--- src/rtl/cond_flag_reg.sv ---
// Condition flag register {N,Z,C,V} with a LIFO save stack and a registered
// ARM-style condition evaluator.
module cond_flag_reg #(
    parameter int unsigned DEPTH = 4
) (
    input  logic       clk,
    input  logic       rst,
    input  logic [3:0] flag_in,
    input  logic       flag_we,
    input  logic       push,
    input  logic       pop,
    input  logic       cond_valid,
    input  logic [3:0] cond_code,
    input  logic       err_clr,
    output logic [3:0] flags_out,
    output logic       taken,
    output logic       taken_valid,
    output logic [4:0] depth,
    output logic       full,
    output logic       empty,
    output logic       err
);

    localparam int unsigned AW = $clog2(DEPTH);

    logic [3:0]    stack [DEPTH];
    logic [AW-1:0] wr_idx;
    logic [AW-1:0] rd_idx;
    logic          do_push;
    logic          do_pop;
    logic          err_ev;
    logic          cond_res;
    logic          n, z, c, v;

    assign full    = (depth == 5'(DEPTH));
    assign empty   = (depth == 5'd0);
    assign wr_idx  = depth[AW-1:0];
    assign rd_idx  = wr_idx - AW'(1);

    // Push and pop together cancel out and are never treated as an error.
    assign do_push = push & ~pop & ~full;
    assign do_pop  = pop & ~push & ~empty;
    assign err_ev  = (push & ~pop & full) | (pop & ~push & empty);

    assign {n, z, c, v} = flags_out;

    always_comb begin
        cond_res = 1'b0;
        case (cond_code)
            4'h0: cond_res = z;
            4'h1: cond_res = ~z;
            4'h2: cond_res = c;
            4'h3: cond_res = ~c;
            4'h4: cond_res = n;
            4'h5: cond_res = ~n;
            4'h6: cond_res = v;
            4'h7: cond_res = ~v;
            4'h8: cond_res = c & ~z;
            4'h9: cond_res = ~c | z;
            4'hA: cond_res = (n == v);
            4'hB: cond_res = (n != v);
            4'hC: cond_res = ~z & (n == v);
            4'hD: cond_res = z | (n != v);
            4'hE: cond_res = 1'b1;
            default: cond_res = 1'b0;
        endcase
    end

    // Stack storage is deliberately left out of reset.
    always_ff @(posedge clk) begin
        if (do_push) stack[wr_idx] <= flags_out;
    end

    always_ff @(posedge clk or posedge rst) begin
        if (rst) begin
            flags_out   <= '0;
            depth       <= '0;
            err         <= 1'b0;
            taken       <= 1'b0;
            taken_valid <= 1'b0;
        end else begin
            if (do_pop)       flags_out <= stack[rd_idx];
            else if (flag_we) flags_out <= flag_in;

            if (do_push)      depth <= depth + 5'd1;
            else if (do_pop)  depth <= depth - 5'd1;

            if (err_ev)       err <= 1'b1;
            else if (err_clr) err <= 1'b0;

            taken_valid <= cond_valid;
            if (cond_valid) taken <= cond_res;
        end
    end

endmodule

--- config.mk ---
export PLATFORM = sky130hd
export DESIGN_NAME = cond_flag_reg
export DESIGN_NICKNAME = d
export VERILOG_FILES = /design/src/rtl/cond_flag_reg.sv
export SDC_FILE = /design/constraint.sdc
export NUM_CORES = 1
export LEC_CHECK = 0
export CAP_MARGIN = 25
export CORE_MARGIN = 1
export CORE_UTILIZATION = 55
export CTS_CLUSTER_SIZE = 14
export DETAILED_ROUTE_END_ITERATION = 8
export GPL_TIMING_DRIVEN = 0
export PLACE_DENSITY = 0.87
export RECOVER_POWER = 50
export SYNTH_ARGS = -nofsm -noshare
export SYNTH_HDL_FRONTEND = slang
export SYNTH_SLANG_ARGS = --single-unit
--- constraint.sdc ---
create_clock -name clk -period 6.4 [get_ports clk]
set_clock_uncertainty 0.05 [all_clocks]
set_input_delay 0.96 -clock clk [delete_from_list [all_inputs] [get_ports clk]]
set_output_delay 0.96 -clock clk [all_outputs]
set_load 0.02 [all_outputs]
==> run metrics <==
cts repair resizes 0; Relative slew margins 69.61%; Post-Syn Instances 125; most frequent cells in the layout clkdlybuf4s50_1 (18), edfxtp_1 (16), dfrtp_1 (12); min Tclk post-route 3.688 ns; post-synthesis sequential area ratio 51.02%; Std-Cell Rows 18; I/O pin cnt 29; fraction of layout cells with a size suffix above 1 10.46%; Initial Utilization 60.13%; Multi-input gate area 690.7 um2; antenna fix cells 0; via count 1033; IR Drop Worst-Case VDD 0.0003375 V; Sw Share 38.81%; global route overflow 0; Max Freq 271.2 MHz; clock tree buffer depth 2; Post-Route WL 2921 um; post-DP HPWL 2230 um; largest net degree at the start of global routing 16; worst path cell trace clkbuf_1 > inv_1 > ha_1 > or3b_1 > nor2_4 > clkdlybuf4s50_1; Final Total Pwr 0.0007192 W; Worst setup SP type register; drt pass-1 iters 4; crit end category output port; CTS tree done; critical path's slowest cell clkdlybuf4s50_1; status completed; commonest non-fill, non-tap cell in the layout clkdlybuf4s50_1; Die Y 54.75 um; hold_buf cts 0; Bufs and invs on worst path 3; RSZ-0062 raised after global routing false; Synth Area per Inst 12.24 um2; die extent in x 54.75 um; CP delay by family, top buffers and inverters; global-route wire length before repair 4761 um; Setup CP Type reg2out; Yosys reg bits 28; Post-CTS Setup Bufs 0; Syn-to-layout area delta 19.62%; Mapped Nets 148; power per cell area 392.9 mW/mm2; CTS root buffer clkbuf_4; total of max-cap violations 0; P_sw 0.0002791 W; Post-synth top flop edfxtp_1; Flop pwr share 41.9%; vias per std cell 5.645; CP required 5.39 ns; critical path fanouts, max 6; Total GRT Usage 23.71%; Fin. Hold Viols 0; Post-synth ARST share 42.86%; CP Data Arrival Time 2.68 ns; DRC Markers 0; EDFF count, synth 16; Nets 177; fillers 180; Combinational Power Share 47.9%; setup_tns 0 ns; TritonCTS buffer count 3; initial antenna violation count 0; vias in the first global route 970; H-tree levels 1; RD Place Congestion 0.8116; clock power share 10.1%; Worst-path clk slew 0.14 ns; max incr delay on CP 0.61 ns; synthesis warning total 0; Hold Path Class reg2reg; synthesized cell area 0.001530 mm2; antenna-violating nets left 0; Core ar. 0.002545 mm2; clk sinks 28; initial DRC count 22; worst-skew pair later-pin latency 0.33 ns; # setup viols final 0; die area 0.002997 mm2; Netlist cell types 39; Final Cycle Share 57.62%; I/O Buffers 24; worst slew pin tran 0.4559 ns; Pleak 0.7106 nW; wire per inst 15.96 um; register area 780.7 um2; Power Internal 0.0004401 W; Pins Over Slew Limit 0
[registers in the layout, indices dropped and copies added (netlist names)]
name and cells:
stack 16, depth 5, flags_out 4, err 1
taken 1, taken_valid 1
[Yosys cell counts (5+ instances only)]
| master | instances | area share, % |
|---|---|---|
| edfxtp_1 | 16 | 31 |
| dfrtp_1 | 12 | 20 |
| nand2_1 | 8 | 2.0 |
| a21oi_1 | 7 | 2.3 |
| ha_1 | 7 | 5.7 |
| inv_1 | 6 | 1.5 |
| mux2i_1 | 6 | 3.9 |
| and2_1 | 5 | 2.0 |
| nor2_1 | 5 | 1.2 |
| o21ai_1 | 5 | 1.6 |
| xnor2_1 | 5 | 2.9 |
[layout make-up]
type	count	area share (%)
Multi-Input combinational cell	85	37.73
Inverter	6	1.230
Tap cell	30	2.051
Clock buffer	3	1.230
Clock inverter	1	0.2051
Buffer	6	1.777
Timing Repair Buffer	24	13.12
Sequential cell	28	42.65
[power groups by stage]
stage	logic, W	registers (W)	clock network, W
2_1_floorplan	0.000199	0.000325	0
3_3_place_gp	0.000333	0.000300	0
3_5_place_dp	0.000344	0.000307	0
4_1_cts	0.000349	0.000302	0.0000765
5_1_grt	0.000376	0.000311	0.0000822
6_report	0.000345	0.000302	0.0000729
[logic make-up (layout without fill, tap and decap cells)]
| kind of cell | count (synthesis) | count (layout) | synth area share [%] |
|---|---|---|---|
| fa+ha+maj | 8 | 8 | 7.032 |
| xor+xnor | 7 | 7 | 4.007 |
| flops | 28 | 28 | 51.02 |
| compound gates | 27 | 27 | 11.69 |
| mux | 11 | 11 | 10.55 |
| simple gates | 32 | 32 | 12.02 |
| buf+inv | 12 | 40 | 3.679 |
[per-layer routing]
metal  share of wire [%]  vias to the layer above  GRT usage [%]  routed length (um)
met3                 4.5                        5          6.389                 130
met2                  51                       21          37.75                1478
met1                  43                      499          31.07                1261
li1                    -                      508              -                   -
met4                 1.7                        0          7.692                  50
met5                   0                        -              0                   0
[path summary, 6_finish.rpt]
path,start,to,slack (ns),depth (start not counted)
worst max register to register,depth[0],depth[4],3.06,11
min in group asynchronous,rst,taken_valid,0.99,2
worst max-delay path,depth[0],empty,2.71,6
worst min-delay path,err,err,0.49,2
worst min register to register,err,err,0.49,2
max in group asynchronous,rst,flags_out[3],5.00,2
[worst register-to-register path: stages (launching register included)]
cell	delay, ns
dfrtp_1	0.48
clkbuf_1	0.40
inv_1	0.18
ha_1	0.28
nor3b_1	0.18
a21boi_2	0.32
inv_1	0.20
fa_1	0.45
a21o_1	0.17
a21oi_1	0.16
mux2i_1	0.26
xnor2_1	0.14
[through the flow]
stage                     setup WS, ns  cells  hold slack (ns)  cell area [um2]  util (%)
after global placement           3.030    179           0.4551             1808     71.04
after CTS                        2.709    183           0.4986             1834     72.07
final                            2.712    183           0.4892             1831     71.93
after global routing             2.566    183           0.5141             1831     71.93
after floorplan                  3.471    125           0.5658             1530         -
after detailed placement         2.969    179           0.4807             1808     71.04
No activity file was read; power rests on OpenSTA's default activity.
